## config.mk

```make
export PLATFORM = sky130hd
export DESIGN_NAME = seven_seg_scan_ctrl
export DESIGN_NICKNAME = d
export VERILOG_FILES = /design/src/rtl/seven_seg_pkg.sv /design/src/rtl/hex_to_7seg.sv /design/src/rtl/seven_seg_scan_ctrl.sv
export SDC_FILE = /design/constraint.sdc
export NUM_CORES = 1
export LEC_CHECK = 0
export CORE_AREA = 2 2 77 79
export CTS_BUF_LIST = sky130_fd_sc_hd__clkbuf_8
export DETAILED_ROUTE_END_ITERATION = 8
export DIE_AREA = 0 0 79 81
export GPL_TIMING_DRIVEN = 0
export PLACE_DENSITY = 0.92
export SLEW_MARGIN = 20
export SYNTH_ARGS = -nofsm -noshare
export SYNTH_HDL_FRONTEND = slang
export SYNTH_HIERARCHICAL = 1
export SYNTH_SLANG_ARGS = --single-unit
```

## constraint.sdc

```tcl
create_clock -name clk -period 5.7 [get_ports clk]
set_input_delay 0.57 -clock clk [delete_from_list [all_inputs] [get_ports clk]]
set_output_delay 0.57 -clock clk [all_outputs]
set_load 0.1 [all_outputs]
```

## src/rtl/seven_seg_pkg.sv

```systemverilog
// seven_seg_pkg
//   Shared definitions for the 7-segment scan controller:
//     scan_state_t   - per-slot scan phase (BLANK anti-ghosting gap, SHOW digit lit)
//     HEX_SEG_TABLE  - hex nibble -> {g,f,e,d,c,b,a}, active-high (1 = segment lit)
//     SEG_OFF        - active-high pattern with every segment unlit
package seven_seg_pkg;

    typedef enum logic {
        BLANK = 1'b0,
        SHOW  = 1'b1
    } scan_state_t;

    localparam logic [6:0] SEG_OFF = 7'h00;

    // Entry n is HEX_SEG_TABLE[n]; listed from F down to 0.
    localparam logic [15:0][6:0] HEX_SEG_TABLE = {
        7'h71,  // F
        7'h79,  // E
        7'h5E,  // d
        7'h39,  // C
        7'h7C,  // b
        7'h77,  // A
        7'h6F,  // 9
        7'h7F,  // 8
        7'h07,  // 7
        7'h7D,  // 6
        7'h6D,  // 5
        7'h66,  // 4
        7'h4F,  // 3
        7'h5B,  // 2
        7'h06,  // 1
        7'h3F   // 0
    };

endpackage

```

## src/rtl/hex_to_7seg.sv

```systemverilog
// hex_to_7seg
//   Combinational hex nibble to 7-segment decoder, active-high output.
//   Ports:
//     nibble  in   4   hex digit
//     seg     out  7   {g,f,e,d,c,b,a}, 1 = lit
module hex_to_7seg
    import seven_seg_pkg::*;
(
    input  logic [3:0] nibble,
    output logic [6:0] seg
);

    always_comb begin
        seg = HEX_SEG_TABLE[nibble];
    end

endmodule

```

## src/rtl/seven_seg_scan_ctrl.sv

```systemverilog
// seven_seg_scan_ctrl
//   Time-multiplexed scan controller for an N-digit 7-segment display. Each digit
//   slot is SCAN_DIV cycles: BLANK_CYCLES with every digit off (segments already
//   driving the upcoming digit) then the digit enabled. New values arrive over a
//   valid/ready handshake into a one-deep pending register and are moved into the
//   display register only at a frame boundary, so a frame never tears.
//
//   Optional build macro LEADING_ZERO_BLANK_EN: digits above the most significant
//   nonzero nibble drive unlit segments (dp still shown); digit 0 always shown.
//
//   Ports:
//     clk          in   1             system clock
//     rst_n        in   1             synchronous active-low reset
//     value_in     in   4*NUM_DIGITS  hex nibbles, [3:0] = digit 0 (rightmost)
//     dp_in        in   NUM_DIGITS    decimal point per digit
//     value_valid  in   1             value_in/dp_in offered
//     value_ready  out  1             pending slot free
//     seg_out      out  7             {g,f,e,d,c,b,a}, polarity per SEG_ACTIVE_LOW
//     dp_out       out  1             decimal point segment
//     dig_en       out  NUM_DIGITS    one-hot digit enable, polarity per DIG_ACTIVE_LOW
//     frame_start  out  1             pulse on first cycle of digit 0 blank slot
module seven_seg_scan_ctrl
    import seven_seg_pkg::*;
#(
    parameter int unsigned NUM_DIGITS     = 4,
    parameter int unsigned SCAN_DIV       = 1000,
    parameter int unsigned BLANK_CYCLES   = 50,
    parameter bit          SEG_ACTIVE_LOW = 1'b1,
    parameter bit          DIG_ACTIVE_LOW = 1'b1
) (
    input  logic                    clk,
    input  logic                    rst_n,
    input  logic [4*NUM_DIGITS-1:0] value_in,
    input  logic [NUM_DIGITS-1:0]   dp_in,
    input  logic                    value_valid,
    output logic                    value_ready,
    output logic [6:0]              seg_out,
    output logic                    dp_out,
    output logic [NUM_DIGITS-1:0]   dig_en,
    output logic                    frame_start
);

    localparam int unsigned CNT_W = $clog2(SCAN_DIV + 1);
    localparam int unsigned IDX_W = (NUM_DIGITS > 1) ? $clog2(NUM_DIGITS) : 1;
    localparam int unsigned VAL_W = 4 * NUM_DIGITS;

    localparam logic [CNT_W-1:0] BLANK_LAST = CNT_W'(BLANK_CYCLES - 1);
    localparam logic [CNT_W-1:0] SLOT_LAST  = CNT_W'(SCAN_DIV - 1);
    localparam logic [IDX_W-1:0] IDX_LAST   = IDX_W'(NUM_DIGITS - 1);

    scan_state_t            state;
    logic [IDX_W-1:0]       idx;
    logic [CNT_W-1:0]       cnt;

    logic [VAL_W-1:0]       display;
    logic [NUM_DIGITS-1:0]  display_dp;
    logic [VAL_W-1:0]       pending;
    logic [NUM_DIGITS-1:0]  pending_dp;
    logic                   pending_full;

    logic                   accept;
    logic                   boundary;
    logic                   capture;
    logic                   pending_full_nxt;
    logic [VAL_W-1:0]       display_nxt;
    logic [NUM_DIGITS-1:0]  display_dp_nxt;

    logic [3:0]             cur_nibble;
    logic                   cur_dp;
    logic [6:0]             cur_seg_raw;
    logic [6:0]             cur_seg;
    logic                   cur_blank;
    logic [NUM_DIGITS-1:0]  dig_onehot;

    // Handshake and frame-boundary update of the display register.
    always_comb begin
        accept           = value_valid & value_ready;
        boundary         = (state == BLANK) && (idx == '0) && (cnt == '0);
        display_nxt      = display;
        display_dp_nxt   = display_dp;
        pending_full_nxt = pending_full;
        capture          = 1'b0;

        if (boundary && pending_full) begin
            display_nxt      = pending;
            display_dp_nxt   = pending_dp;
            pending_full_nxt = 1'b0;
        end else if (boundary && accept) begin
            // Empty pending at the boundary: bypass straight into display.
            display_nxt    = value_in;
            display_dp_nxt = dp_in;
        end else if (accept) begin
            capture          = 1'b1;
            pending_full_nxt = 1'b1;
        end
    end

    // Select the digit being scanned. Uses display_nxt so the segments registered
    // at a frame boundary already reflect the newly loaded value.
    always_comb begin
        cur_nibble = '0;
        cur_dp     = 1'b0;
        dig_onehot = '0;
        for (int unsigned i = 0; i < NUM_DIGITS; i++) begin
            if (idx == IDX_W'(i)) begin
                cur_nibble = display_nxt[4*i +: 4];
                cur_dp     = display_dp_nxt[i];
                dig_onehot[i] = (state == SHOW);
            end
        end
    end

`ifdef LEADING_ZERO_BLANK_EN
    logic upper_zero;

    // Blank digit idx when it and every digit above it are zero; digit 0 never blanks.
    always_comb begin
        upper_zero = 1'b1;
        for (int unsigned i = 0; i < NUM_DIGITS; i++) begin
            if ((IDX_W'(i) >= idx) && (display_nxt[4*i +: 4] != 4'h0)) begin
                upper_zero = 1'b0;
            end
        end
        cur_blank = (idx != '0) && upper_zero;
    end
`else
    always_comb begin
        cur_blank = 1'b0;
    end
`endif

    hex_to_7seg u_hex_to_7seg (
        .nibble (cur_nibble),
        .seg    (cur_seg_raw)
    );

    always_comb begin
        cur_seg = cur_blank ? SEG_OFF : cur_seg_raw;
    end

    // Scan FSM. Outputs are registered from the current slot position, so they
    // trail the position registers by exactly one cycle.
    always_ff @(posedge clk) begin
        if (!rst_n) begin
            state        <= BLANK;
            idx          <= '0;
            cnt          <= '0;
            display      <= '0;
            display_dp   <= '0;
            pending      <= '0;
            pending_dp   <= '0;
            pending_full <= 1'b0;
            value_ready  <= 1'b1;
            frame_start  <= 1'b0;
            dig_en       <= {NUM_DIGITS{DIG_ACTIVE_LOW}};
            seg_out      <= {7{SEG_ACTIVE_LOW}};
            dp_out       <= SEG_ACTIVE_LOW;
        end else begin
            display      <= display_nxt;
            display_dp   <= display_dp_nxt;
            if (capture) begin
                pending    <= value_in;
                pending_dp <= dp_in;
            end
            pending_full <= pending_full_nxt;
            value_ready  <= ~pending_full_nxt;

            frame_start  <= boundary;
            dig_en       <= DIG_ACTIVE_LOW ? ~dig_onehot : dig_onehot;
            seg_out      <= SEG_ACTIVE_LOW ? ~cur_seg : cur_seg;
            dp_out       <= SEG_ACTIVE_LOW ? ~cur_dp : cur_dp;

            case (state)
                BLANK: begin
                    if (cnt == BLANK_LAST) begin
                        state <= SHOW;
                    end
                    cnt <= cnt + 1'b1;
                end
                SHOW: begin
                    if (cnt == SLOT_LAST) begin
                        state <= BLANK;
                        cnt   <= '0;
                        idx   <= (idx == IDX_LAST) ? '0 : idx + 1'b1;
                    end else begin
                        cnt <= cnt + 1'b1;
                    end
                end
                default: begin
                    state <= BLANK;
                    cnt   <= '0;
                    idx   <= '0;
                end
            endcase
        end
    end

endmodule
```

; Word level (Yosys, flattened, before mapping)
; Memory sizes are Yosys's and may differ from the RTL's.
; Cells that the tools add are included.
[word_totals]
regBits = 68
rom_bits = 112
in_bits = 23
out_inout_bits = 14
wordCells = 64
memories = 1
[classes]
add_sub_neg = 2
n_lt_le_gt_ge = 1
eq_ne = 5
n_mux = 29
bitwise = 6
reduce_logical = 7
[mem_list]
columns = name, words, width, rd, rd_clocked_by_memory_dff, write_ports, line
row1 = (name not given), 16, 7, 1, 0, 0, hex_to_7seg.sv:14  ; seg = HEX_SEG_TABLE[nibble];
[ops]
columns = operator, n
row1 = $mux W16, 2
row2 = $mux W4, 6
row3 = $pmux W10 S2, 1
row4 = $mux W1, 16
row5 = $add A10 B1 Y10 const B, 1
row6 = $eq A10 B10 Y1 const B, 1
row7 = $eq A10 B6 Y1 const B, 1
row8 = $logic_not A10 Y1, 1
row9 = $mux W10, 1
row10 = $mux W7, 1
row11 = $not A7 Y7, 1
row12 = $lt A4 B5 Y1 const B, 1
row13 = $eq A2 B2 Y1 const B, 2
row14 = $logic_and A1 B1 Y1, 4
row15 = $not A4 Y4, 1
row16 = $not A1 Y1, 3
row17 = $add A2 B1 Y2 const B, 1
row18 = $eq A2 B1 Y1 const B, 1
row19 = $logic_not A2 Y1, 1
row20 = $mux W2, 1
row21 = $pmux W1 S2, 1
row22 = $reduce_and A2 Y1, 1
row23 = $and A1 B1 Y1, 1

; Depth between registers and ports, before layout
; Gate-level depths: netlist (run 1).
[logic_depth]
ltp_word = 13
depth_mapped = 15
mapped_depth_nobuf = 13

; Cells and area by module
; The synthesis (run 1) kept the hierarchy.
[modules_own_cells]
columns = mod, n_inst, cells_each, area_per_inst_um2, seq_area_each_um2
row1 = seven_seg_scan_ctrl, 1, 369, 3114.2, 1361.3
row2 = hex_to_7seg, 1, 33, 287.8, 0.0

; Least setup slack after synthesis (run 1)
; Ideal clock, no wire load.
[synth_path]
kind = register to register
startpoint = register value_ready
endpoint = register seg_out[3]
setup_ps = 62
arrival_ps = 3286
t_required_ps = 5638
setup_slack_ps = 2353
stages_incl_launch_ff = 12
n_path_buf = 1
period_less_slack_ps = 3347
cell_sequence = dfxtp_1 -> and2_1 -> clkbuf_1 -> nor2_1 -> o21ai_0 -> o221a_2 -> a22oi_1 -> a21oi_1 -> inv_1 -> ha_1 -> mux4_1 -> nand2_1
[synth_between]
elab_chain_cells = 11
[synth_rtl]
columns = item, line
row1 = "start, declared", seven_seg_scan_ctrl.sv:36  ; output logic value_ready,
row2 = "start signal, assigned", seven_seg_scan_ctrl.sv:166  ; value_ready <= ~pending_full_nxt;
row3 = $and A1 B1 Y1 *, seven_seg_scan_ctrl.sv:77  ; accept = value_valid & value_ready;
row4 = $logic_and A1 B1 Y1 *, seven_seg_scan_ctrl.sv:88  ; end else if (boundary && accept) begin
row5 = $mux W16 *, seven_seg_scan_ctrl.sv:88
row6 = $mux W16 *, seven_seg_scan_ctrl.sv:84  ; if (boundary && pending_full) begin
row7 = $mux W4 (3 in a row), seven_seg_scan_ctrl.sv:105  ; if (idx == IDX_W'(i)) begin
row8 = $mux W4 *, seven_seg_scan_ctrl.sv:105
row9 = via cur_nibble[1], seven_seg_scan_ctrl.sv:68  ; logic [3:0] cur_nibble;
row10 = $mem_v2 Z16 W7 *, n/a
row11 = $mux W7 (implied by the code) *, hex_to_7seg.sv:14
row12 = via cur_seg[3], seven_seg_scan_ctrl.sv:71  ; logic [6:0] cur_seg;
row13 = $not A7 Y7 *, seven_seg_scan_ctrl.sv:170  ; seg_out <= SEG_ACTIVE_LOW ? ~cur_seg : cur_seg;
row14 = "end signal, assigned", seven_seg_scan_ctrl.sv:156  ; seg_out <= {7{SEG_ACTIVE_LOW}};
row15 = "end signal, assigned", seven_seg_scan_ctrl.sv:170
row16 = "end, declared", seven_seg_scan_ctrl.sv:37  ; output logic [6:0] seg_out,
; Mark *: on every way through the listed nets, which the timed path passes. The rest lies on a longest branch. The select of a mux whose other input is x is not followed.
; A chain may end at the register's enable or synchronous reset.

; Worst setup path in the final report (run 1)
[layout_path]
startpoint = register idx[0]
endpoint = register seg_out[3]
[layout_between]
elab_chain_cells = 13
word_cells_on_any_way = 17
classes_between = 3 x eq/ne / 7 x mux / 1 x bitwise / 5 x reduce/logical / 1 x memory
[layout_rtl]
columns = item, line
row1 = "start, declared", seven_seg_scan_ctrl.sv:52  ; logic [IDX_W-1:0] idx;
row2 = "start signal, assigned", seven_seg_scan_ctrl.sv:184  ; idx <= (idx == IDX_LAST) ? '0 : idx + 1'b1;
row3 = $logic_not A2 Y1, "seven_seg_scan_ctrl.sv:78, seven_seg_scan_ctrl.sv:105"
row4 = $logic_and A1 B1 Y1 (2 in a row), seven_seg_scan_ctrl.sv:78  ; boundary = (state == BLANK) && (idx == '0) && (cnt == '0);
row5 = $logic_and A1 B1 Y1, seven_seg_scan_ctrl.sv:88
row6 = $mux W16, seven_seg_scan_ctrl.sv:88
row7 = $mux W16, seven_seg_scan_ctrl.sv:84
row8 = $mux W4 (3 in a row), seven_seg_scan_ctrl.sv:105
row9 = $mux W4 *, seven_seg_scan_ctrl.sv:105
row10 = via cur_nibble[1], seven_seg_scan_ctrl.sv:68
row11 = $mem_v2 Z16 W7 *, n/a
row12 = $mux W7 (implied by the code) *, hex_to_7seg.sv:14
row13 = via cur_seg[3], seven_seg_scan_ctrl.sv:71
row14 = $not A7 Y7 *, seven_seg_scan_ctrl.sv:170
; Marks and branches as above.

==> results of run 1 <==
-- cell type report --
class                           count  share of cell area (%)
Multi-Input combinational cell    285                    44.8
Sequential cell                    68                    33.5
Timing Repair Buffer               36                    8.88
Clock buffer                       11                    3.73
Buffer                             23                    3.05
Inverter                           26                    2.40
Tap cell                           75                    2.31
Clock inverter                      5                    1.26
-- state kept, by name, indices dropped and copies added (netlist names) --
signal / flops
cnt: 10
dig_en: 4
display: 16
display_dp: 4
dp_out: 1
frame_start: 1
idx: 2
pending: 16
pending_dp: 4
pending_full: 1
seg_out: 7
state: 1
value_ready: 1
-- per-layer routing --
layer  vias up  wire [microns]  share of wire (%)
met5         -               0                  0
met4         0             304                3.6
met3        31             530                6.3
met2       139            4060                 48
met1      1481            3510                 42
li1       1495               -                  -
-- stage by stage --
| step | area (sq um) | power [mW] | cells |
|---|---|---|---|
| CTS | 4060 | 1.29 | 529 |
| finish | 4060 | 1.29 | 529 |
| floorplan | 3400 | 0.799 | 402 |
| detailed placement | 3860 | 0.885 | 513 |
| global route | 4060 | 1.34 | 529 |
| global placement | 3860 | 0.874 | 513 |
-- worst min path at each step --
stage	from	endpoint	slack, ps	cells past startpoint
after floorplan	pending_dp[3]$_SDFFE_PN0P_	pending_dp[3]$_SDFFE_PN0P_	440	2
after global placement	pending[1]$_SDFFE_PN0P_	pending[1]$_SDFFE_PN0P_	440	2
after detailed placement	pending[12]$_SDFFE_PN0P_	pending[12]$_SDFFE_PN0P_	450	2
after CTS	pending[6]$_SDFFE_PN0P_	pending[6]$_SDFFE_PN0P_	460	2
after global routing	pending[12]$_SDFFE_PN0P_	pending[12]$_SDFFE_PN0P_	480	2
final	pending[6]$_SDFFE_PN0P_	pending[6]$_SDFFE_PN0P_	460	2
-- power by group through the flow --
| stage | registers [mW] | clock network [mW] | logic [mW] |
|---|---|---|---|
| after global placement | 0.540 | 0 | 0.334 |
| after global routing | 0.535 | 0.426 | 0.379 |
| after CTS | 0.532 | 0.406 | 0.348 |
| after floorplan | 0.614 | 0 | 0.185 |
| final | 0.532 | 0.404 | 0.353 |
| after detailed placement | 0.542 | 0 | 0.343 |
-- placed cells by master (no fill, tap or decap), types with 3 or more instances in the layout --
| master | n |
|---|---|
| sky130_fd_sc_hd__o2111ai_1 | 4 |
| sky130_fd_sc_hd__xor2_1 | 5 |
| sky130_fd_sc_hd__clkdlybuf4s50_1 | 36 |
| sky130_fd_sc_hd__a31oi_1 | 6 |
| sky130_fd_sc_hd__mux2i_1 | 4 |
| sky130_fd_sc_hd__o21a_1 | 5 |
| sky130_fd_sc_hd__clkbuf_8 | 11 |
| sky130_fd_sc_hd__clkbuf_1 | 13 |
| sky130_fd_sc_hd__inv_1 | 26 |
| sky130_fd_sc_hd__nand2_1 | 64 |
| sky130_fd_sc_hd__mux2_2 | 3 |
| sky130_fd_sc_hd__o221a_2 | 4 |
| sky130_fd_sc_hd__a41oi_1 | 4 |
| sky130_fd_sc_hd__o22ai_1 | 6 |
| sky130_fd_sc_hd__o21bai_1 | 4 |
| sky130_fd_sc_hd__nand4_1 | 4 |
| sky130_fd_sc_hd__nand2b_1 | 3 |
| sky130_fd_sc_hd__nand3_1 | 6 |
| sky130_fd_sc_hd__nand3b_1 | 5 |
| sky130_fd_sc_hd__a22oi_1 | 4 |
| sky130_fd_sc_hd__buf_2 | 6 |
| sky130_fd_sc_hd__nor4_1 | 6 |
| sky130_fd_sc_hd__ha_1 | 14 |
| sky130_fd_sc_hd__nor2b_1 | 3 |
| sky130_fd_sc_hd__a22o_1 | 4 |
| sky130_fd_sc_hd__nor3_1 | 6 |
| sky130_fd_sc_hd__dfxtp_1 | 68 |
| sky130_fd_sc_hd__and2_1 | 19 |
| sky130_fd_sc_hd__a21oi_1 | 30 |
| sky130_fd_sc_hd__o21ai_1 | 4 |
| sky130_fd_sc_hd__o21ai_0 | 12 |
| sky130_fd_sc_hd__nor2_1 | 27 |
| sky130_fd_sc_hd__and3_1 | 5 |
-- worst max-delay path: stages, from the launching register on --
cell and delay [ps]:
sky130_fd_sc_hd__dfxtp_1 360, sky130_fd_sc_hd__inv_1 100, sky130_fd_sc_hd__ha_1 220, sky130_fd_sc_hd__nor3b_4 420, sky130_fd_sc_hd__and4_1 260, sky130_fd_sc_hd__buf_4 140
sky130_fd_sc_hd__buf_8 140, sky130_fd_sc_hd__nand2_1 130, sky130_fd_sc_hd__a22o_1 300, sky130_fd_sc_hd__a22oi_1 200, sky130_fd_sc_hd__a21oi_1 210, sky130_fd_sc_hd__inv_1 170
sky130_fd_sc_hd__ha_1 280, sky130_fd_sc_hd__inv_1 70, sky130_fd_sc_hd__mux4_1 490, sky130_fd_sc_hd__nand2_1 70
-- cells by family after synthesis --
kind of cell | Yosys count
flops | 68
xor+xnor | 6
simple gates | 161
mux | 8
fa+ha+maj | 14
compound gates | 96
buf+inv | 49
==> impl_metrics.xml, run 1 <==
<?xml version="1.0" encoding="UTF-8"?>
<metrics>
  <group name="cells_and_area">
    <metric name="final_core_util" unit="%">71.5</metric>
    <metric name="multi_input_comb_area" unit="sq um">1820</metric>
    <metric name="num_antenna_cells" unit="">0</metric>
    <metric name="seqCellArea" unit="sq um">1360</metric>
    <metric name="drive_above_1_share" unit="%">9.91</metric>
    <metric name="nets" unit="">486</metric>
    <metric name="synthToLayoutAreaGrowth" unit="%">19.3</metric>
    <metric name="filler_cell_count" unit="">451</metric>
  </group>
  <group name="cts">
    <metric name="tritoncts_clock_tree" unit="">yes</metric>
    <metric name="post_cts_hold_buffers" unit="">0</metric>
    <metric name="cts_made_buffers" unit="">9</metric>
    <metric name="reg_clk_slew_reported_paths" unit="ps">70</metric>
    <metric name="cells_resized_by_post_cts_repair" unit="">0</metric>
    <metric name="cts.path.max_buffers" unit="">2</metric>
    <metric name="clock_sink_count" unit="">68</metric>
    <metric name="cts_root_buf" unit="">sky130_fd_sc_hd__clkbuf_8</metric>
    <metric name="insertion_delay" unit="ps">350</metric>
    <metric name="clock_tree.htree_level_count" unit="">3</metric>
    <metric name="post_cts.repair.setup_buffers" unit="">0</metric>
  </group>
  <group name="global_route">
    <metric name="use_met3" unit="%">5.89</metric>
    <metric name="wire_length_of_the_first_global_routing_pass" unit="microns">13800</metric>
    <metric name="top_usage_layer" unit="">met2</metric>
    <metric name="globalRouteMet2Util" unit="%">47.3</metric>
    <metric name="grt_util_all_layers" unit="%">27.9</metric>
    <metric name="number_of_global_route_vias_before_repair" unit="">2952</metric>
    <metric name="grt_overflow" unit="">0</metric>
    <metric name="gr-usage-met1" unit="%">33.1</metric>
    <metric name="maximum_number_of_pins_on_one_net_before_global_route_repair" unit="">12</metric>
    <metric name="grt_antenna_before_repair" unit="">0</metric>
  </group>
  <group name="placement">
    <metric name="dp.final_hpwl" unit="microns">5740</metric>
    <metric name="placement.setup.worst_slack" unit="ps">1790</metric>
    <metric name="routabilityCongestion" unit="">0.885</metric>
    <metric name="port_buffers" unit="">36</metric>
  </group>
  <group name="critical_path">
    <metric name="endpoint" unit="">seg_out[3]$_SDFF_PN1_</metric>
    <metric name="rrSetupSlack" unit="ps">2090</metric>
    <metric name="r2r-start" unit="">idx[0]$_SDFFE_PN0P_</metric>
    <metric name="critical_path.startpoint_type" unit="">register</metric>
    <metric name="critical_path.endpoint_type" unit="">register</metric>
    <metric name="crit_path_class" unit="">reg2reg</metric>
    <metric name="critPathLaunch" unit="">idx[0]$_SDFFE_PN0P_</metric>
    <metric name="worst-endpoint-required" unit="ps">5990</metric>
    <metric name="path_max_fanout" unit="">10</metric>
    <metric name="worstRegToRegCells" unit="">15</metric>
    <metric name="critical_path.reg2reg.endpoint" unit="">seg_out[3]$_SDFF_PN1_</metric>
    <metric name="crit_arrival" unit="ps">3910</metric>
  </group>
  <group name="timing">
    <metric name="fin_ws" unit="ps">2090</metric>
    <metric name="worst_hold_slack" unit="ps">459</metric>
    <metric name="worstMarginPinSlew" unit="ps">964</metric>
    <metric name="maxSlewViolCount" unit="">0</metric>
    <metric name="finalHoldViolations" unit="">0</metric>
    <metric name="timing.fmax" unit="MHz">277</metric>
    <metric name="period_needed" unit="ps">3610</metric>
    <metric name="setup_repair_after_global_routing_missed_its_margin" unit="">false</metric>
    <metric name="finalSetupTns" unit="ps">0</metric>
    <metric name="setup_viol" unit="">0</metric>
    <metric name="layout_worst_path_cycle_share" unit="%">63.4</metric>
    <metric name="worst_clock_skew" unit="ps">12.1</metric>
    <metric name="max_slew_margin" unit="%">35.5</metric>
  </group>
  <group name="power">
    <metric name="switchingPower" unit="uW">421</metric>
    <metric name="p_sw_share" unit="%">32.6</metric>
    <metric name="share_clk_of_total_power" unit="%">31.3</metric>
    <metric name="power.share.sequential" unit="%">41.3</metric>
    <metric name="power_frac_comb" unit="%">27.4</metric>
    <metric name="power.density" unit="nW/um^2">318</metric>
    <metric name="ir_drop" unit="mV">0.166</metric>
    <metric name="cellInternalPower" unit="uW">869</metric>
    <metric name="static-leakage-power" unit="nW">1.57</metric>
  </group>
  <group name="job">
    <metric name="maximum_capacitance_violations" unit="">0</metric>
  </group>
  <group name="floorplanning">
    <metric name="die-height" unit="microns">81</metric>
    <metric name="initial_utilization" unit="%">59.9</metric>
    <metric name="die_w" unit="microns">79</metric>
    <metric name="core" unit="sq um">5680</metric>
    <metric name="floorplan.rows" unit="">28</metric>
    <metric name="floorplan.die_area" unit="sq um">6400</metric>
    <metric name="boundaryPins" unit="">37</metric>
  </group>
  <group name="yosys">
    <metric name="synth_top_area_share" unit="%">40.0</metric>
    <metric name="yosys.area_share.xor_xnor" unit="%">1.54</metric>
    <metric name="synth_top_cells_by_area" unit="">sky130_fd_sc_hd__dfxtp_1, sky130_fd_sc_hd__nand2_1, sky130_fd_sc_hd__ha_1, sky130_fd_sc_hd__a21oi_1, sky130_fd_sc_hd__and2_1</metric>
    <metric name="complex_gate_fraction_of_the_synthesized_area" unit="%">19.3</metric>
    <metric name="syn_avg_cell_area" unit="sq um">8.46</metric>
    <metric name="synth_async_sr_flop_share" unit="%">0</metric>
    <metric name="yosysWarnings" unit="">6</metric>
    <metric name="synth_commonest_cells" unit="">sky130_fd_sc_hd__dfxtp_1, sky130_fd_sc_hd__nand2_1, sky130_fd_sc_hd__a21oi_1</metric>
    <metric name="synth_cell_area" unit="sq um">3400</metric>
    <metric name="yosys-mux-area-fraction" unit="%">2.94</metric>
    <metric name="most_common_cell_in_the_synthesized_netlist" unit="">sky130_fd_sc_hd__dfxtp_1</metric>
    <metric name="synth.yosys.seq_area_share" unit="%">40.0</metric>
    <metric name="ys_dominant_reg_cell" unit="">sky130_fd_sc_hd__dfxtp_1</metric>
    <metric name="yosysUniqueCellTypes" unit="">57</metric>
    <metric name="main_combinational_cell_family_by_area_after_synthesis" unit="">simple AND/OR/NAND/NOR gates</metric>
    <metric name="synth_enable_flop_cells" unit="">0</metric>
    <metric name="synth_simple_gate_area_share" unit="%">24.5</metric>
    <metric name="mappedNetlistNets" unit="">439</metric>
    <metric name="synthCells" unit="">402</metric>
    <metric name="synth-adder-area-share" unit="%">5.15</metric>
    <metric name="synth.largest_area_cell" unit="">sky130_fd_sc_hd__dfxtp_1</metric>
    <metric name="synth_seq_cells" unit="">68</metric>
  </group>
  <group name="detailed_routing">
    <metric name="drt-vias-per-instance" unit="">5.95</metric>
    <metric name="route.detailed.wl_per_inst" unit="microns">15.9</metric>
    <metric name="drt_iter0_markers" unit="">242</metric>
    <metric name="drt.antenna.violating_nets" unit="">0</metric>
    <metric name="route.final.wire_length" unit="microns">8410</metric>
    <metric name="route.vias.total" unit="">3146</metric>
    <metric name="drt-pass1-iter-count" unit="">4</metric>
    <metric name="drt_drc_violations_left" unit="">0</metric>
  </group>
  <group name="run_status">
    <metric name="status" unit="">finished, final reports clean</metric>
  </group>
  <group name="worst_hold_path">
    <metric name="hold_path.class" unit="">reg2reg</metric>
  </group>
</metrics>
Note: power is estimated with default switching activity, not from simulation.
==> inputs of run 2 (changes only) <==
--- a/config.mk
+++ b/config.mk
@@ -5,12 +5,12 @@
 export SDC_FILE = /design/constraint.sdc
 export NUM_CORES = 1
 export LEC_CHECK = 0
-export CORE_AREA = 2 2 77 79
+export CORE_AREA = 2 2 84 86
 export CTS_BUF_LIST = sky130_fd_sc_hd__clkbuf_8
 export DETAILED_ROUTE_END_ITERATION = 8
-export DIE_AREA = 0 0 79 81
+export DIE_AREA = 0 0 86 88
 export GPL_TIMING_DRIVEN = 0
-export PLACE_DENSITY = 0.92
+export PLACE_DENSITY = 0.82
 export SLEW_MARGIN = 20
 export SYNTH_ARGS = -nofsm -noshare
 export SYNTH_HDL_FRONTEND = slang
==> constraint.sdc (replaced) <==
create_clock -name clk -period 3.25 [get_ports clk]
set_input_delay 0.325 -clock clk [delete_from_list [all_inputs] [get_ports clk]]
set_output_delay 0.325 -clock clk [all_outputs]
set_load 0.1 [all_outputs]
==> impl_metrics.xml, run 2 (synthesized netlist as in run 1, its figures left out) <==
<?xml version="1.0" encoding="UTF-8"?>
<metrics>
  <group name="run_status">
    <metric name="status" unit="">finished, final reports clean</metric>
  </group>
  <group name="power">
    <metric name="power.density" unit="nW/um^2">542</metric>
    <metric name="share_clk_of_total_power" unit="%">30.4</metric>
    <metric name="total_power" unit="mW">2.26</metric>
    <metric name="static-leakage-power" unit="nW">1.63</metric>
    <metric name="ir_drop" unit="mV">0.243</metric>
    <metric name="p_sw_share" unit="%">32.1</metric>
    <metric name="power_frac_comb" unit="%">28.2</metric>
    <metric name="power.share.sequential" unit="%">41.4</metric>
    <metric name="cellInternalPower" unit="mW">1.53</metric>
    <metric name="switchingPower" unit="uW">723</metric>
  </group>
  <group name="floorplanning">
    <metric name="core" unit="sq um">6640</metric>
    <metric name="die_w" unit="microns">86</metric>
    <metric name="die-height" unit="microns">88</metric>
    <metric name="initial_utilization" unit="%">51.2</metric>
    <metric name="floorplan.die_area" unit="sq um">7570</metric>
    <metric name="floorplan.rows" unit="">30</metric>
    <metric name="boundaryPins" unit="">37</metric>
  </group>
  <group name="global_route">
    <metric name="grt_antenna_before_repair" unit="">0</metric>
    <metric name="grt_util_all_layers" unit="%">22.2</metric>
    <metric name="grt_overflow" unit="">0</metric>
    <metric name="number_of_global_route_vias_before_repair" unit="">2771</metric>
    <metric name="maximum_number_of_pins_on_one_net_before_global_route_repair" unit="">11</metric>
    <metric name="wire_length_of_the_first_global_routing_pass" unit="microns">13000</metric>
  </group>
  <group name="placement">
    <metric name="routabilityCongestion" unit="">0.884</metric>
    <metric name="dp.final_hpwl" unit="microns">5730</metric>
    <metric name="port_buffers" unit="">36</metric>
    <metric name="placement.setup.worst_slack" unit="ps">-435</metric>
  </group>
  <group name="worst_hold_path">
    <metric name="hold_path_depth" unit="">2</metric>
    <metric name="hold_path.class" unit="">reg2reg</metric>
  </group>
  <group name="cts">
    <metric name="clock_tree.htree_level_count" unit="">3</metric>
    <metric name="post_cts_hold_buffers" unit="">0</metric>
    <metric name="cts_made_buffers" unit="">9</metric>
    <metric name="clock_sink_count" unit="">68</metric>
    <metric name="cts.path.max_buffers" unit="">2</metric>
    <metric name="reg_clk_slew_reported_paths" unit="ps">70</metric>
    <metric name="insertion_delay" unit="ps">360</metric>
    <metric name="tritoncts_clock_tree" unit="">yes</metric>
    <metric name="cts_root_buf" unit="">sky130_fd_sc_hd__clkbuf_8</metric>
  </group>
  <group name="timing">
    <metric name="worst_clock_skew" unit="ps">6.11</metric>
    <metric name="timing.fmax" unit="MHz">318</metric>
    <metric name="setup_viol" unit="">0</metric>
    <metric name="maxSlewViolCount" unit="">0</metric>
    <metric name="max_slew_margin" unit="%">35.2</metric>
    <metric name="fin_ws" unit="ps">109</metric>
    <metric name="worstMarginPinSlew" unit="ps">969</metric>
    <metric name="layout_worst_path_cycle_share" unit="%">96.6</metric>
    <metric name="period_needed" unit="ps">3140</metric>
    <metric name="finalHoldViolations" unit="">0</metric>
  </group>
  <group name="detailed_routing">
    <metric name="route.vias.total" unit="">3007</metric>
    <metric name="drt-vias-per-instance" unit="">5.56</metric>
    <metric name="drt_iter0_markers" unit="">144</metric>
    <metric name="drt.antenna.violating_nets" unit="">0</metric>
    <metric name="route.detailed.wl_per_inst" unit="microns">14.8</metric>
    <metric name="drt-pass1-iter-count" unit="">4</metric>
    <metric name="drt_drc_violations_left" unit="">0</metric>
    <metric name="route.final.wire_length" unit="microns">7990</metric>
  </group>
  <group name="cells_and_area">
    <metric name="synthToLayoutAreaGrowth" unit="%">22.4</metric>
    <metric name="nets" unit="">495</metric>
    <metric name="drive_above_1_share" unit="%">13.7</metric>
    <metric name="layout.cells.most_common_list" unit="">sky130_fd_sc_hd__dfxtp_1, sky130_fd_sc_hd__nand2_1, sky130_fd_sc_hd__clkdlybuf4s50_1</metric>
    <metric name="largest_registers" unit="">display x16, pending x16, cnt x10</metric>
    <metric name="num_antenna_cells" unit="">0</metric>
    <metric name="filler_cell_count" unit="">551</metric>
    <metric name="final_common_cell" unit="">sky130_fd_sc_hd__dfxtp_1</metric>
  </group>
  <group name="critical_path">
    <metric name="critical_path.endpoint_type" unit="">register</metric>
    <metric name="critical_path.startpoint_type" unit="">primary input</metric>
    <metric name="crit_path_class" unit="">in2reg</metric>
    <metric name="path_max_fanout" unit="">10</metric>
    <metric name="worstRegToRegCells" unit="">15</metric>
    <metric name="worst-endpoint-required" unit="ps">3550</metric>
    <metric name="crit_arrival" unit="ps">3440</metric>
  </group>
  <group name="job">
    <metric name="maximum_capacitance_violations" unit="">0</metric>
  </group>
</metrics>
==> run 2: stage by stage <==
stage	cells	hold WS [ps]	TNS, ps	utilization [%]	cell area [sq um]
4_1_cts	536	457	0	61.6	4090
5_1_grt	541	483	-20.6	62.7	4170
6_report	541	460	0	62.7	4170
3_5_place_dp	518	447	-1630	58.2	3860
3_3_place_gp	518	443	-982	58.2	3860
2_1_floorplan	402	436	0	-	3400
==> run 2: area by class of cell <==
| type | instances | area, sq um | area share (%) |
|---|---|---|---|
| multi-input combinational | 285 | 1860 | 44.7 |
| sequential | 68 | 1360 | 32.7 |
| timing repair buffer | 45 | 428 | 10.3 |
| clock buffer | 11 | 151 | 3.63 |
| buffer | 23 | 125 | 3.00 |
| tap | 80 | 100 | 2.40 |
| inverter | 26 | 97.6 | 2.34 |
| clock inverter | 3 | 38.8 | 0.931 |
==> run 2: worst max-delay path, stage by stage <==
cell	delay (ps)
sky130_fd_sc_hd__clkdlybuf4s50_1	470
sky130_fd_sc_hd__and2_1	240
sky130_fd_sc_hd__clkbuf_1	420
sky130_fd_sc_hd__nor2_1	100
sky130_fd_sc_hd__o21ai_0	260
sky130_fd_sc_hd__o221a_2	270
sky130_fd_sc_hd__a22oi_2	90
sky130_fd_sc_hd__a21oi_2	220
sky130_fd_sc_hd__inv_1	130
sky130_fd_sc_hd__ha_1	340
sky130_fd_sc_hd__mux4_1	500
sky130_fd_sc_hd__nand2_1	70
==> run 2: power groups by stage <==
stage	sequential (mW)	clock [mW]	combinational [mW]
2_1_floorplan	1.08	0	0.324
3_3_place_gp	0.948	0	0.590
3_5_place_dp	0.951	0	0.606
4_1_cts	0.933	0.701	0.615
5_1_grt	0.940	0.734	0.683
6_report	0.933	0.687	0.636
==> run 2: timing repair <==
action / CTS / global route
buffers inserted: 4 / 5
resized for setup: 3 / 10
pin swaps: 1 / 2
endpoints found under the setup margin: 6 / 5
==> run 2: layer usage <==
layer / vias up / global-route usage [%] / share of wire (%)
li1: 1503 / - / -
met1: 1397 / 28.5 / 44
met2: 88 / 35.9 / 47
met3: 19 / 4.81 / 5.9
met4: 0 / 10.5 / 2.6
met5: - / 0 / 0
==> run 2: final timing paths <==
path                                         startpoint                 endpoint  slack (ps)
worst max-delay path                        value_valid    seg_out[3]$_SDFF_PN1_         110
worst min-delay path            pending[3]$_SDFFE_PN0P_  pending[3]$_SDFFE_PN0P_         460
worst max register to register      idx[1]$_SDFFE_PN0P_    seg_out[3]$_SDFF_PN1_         110
worst min register to register  pending[3]$_SDFFE_PN0P_  pending[3]$_SDFFE_PN0P_         460
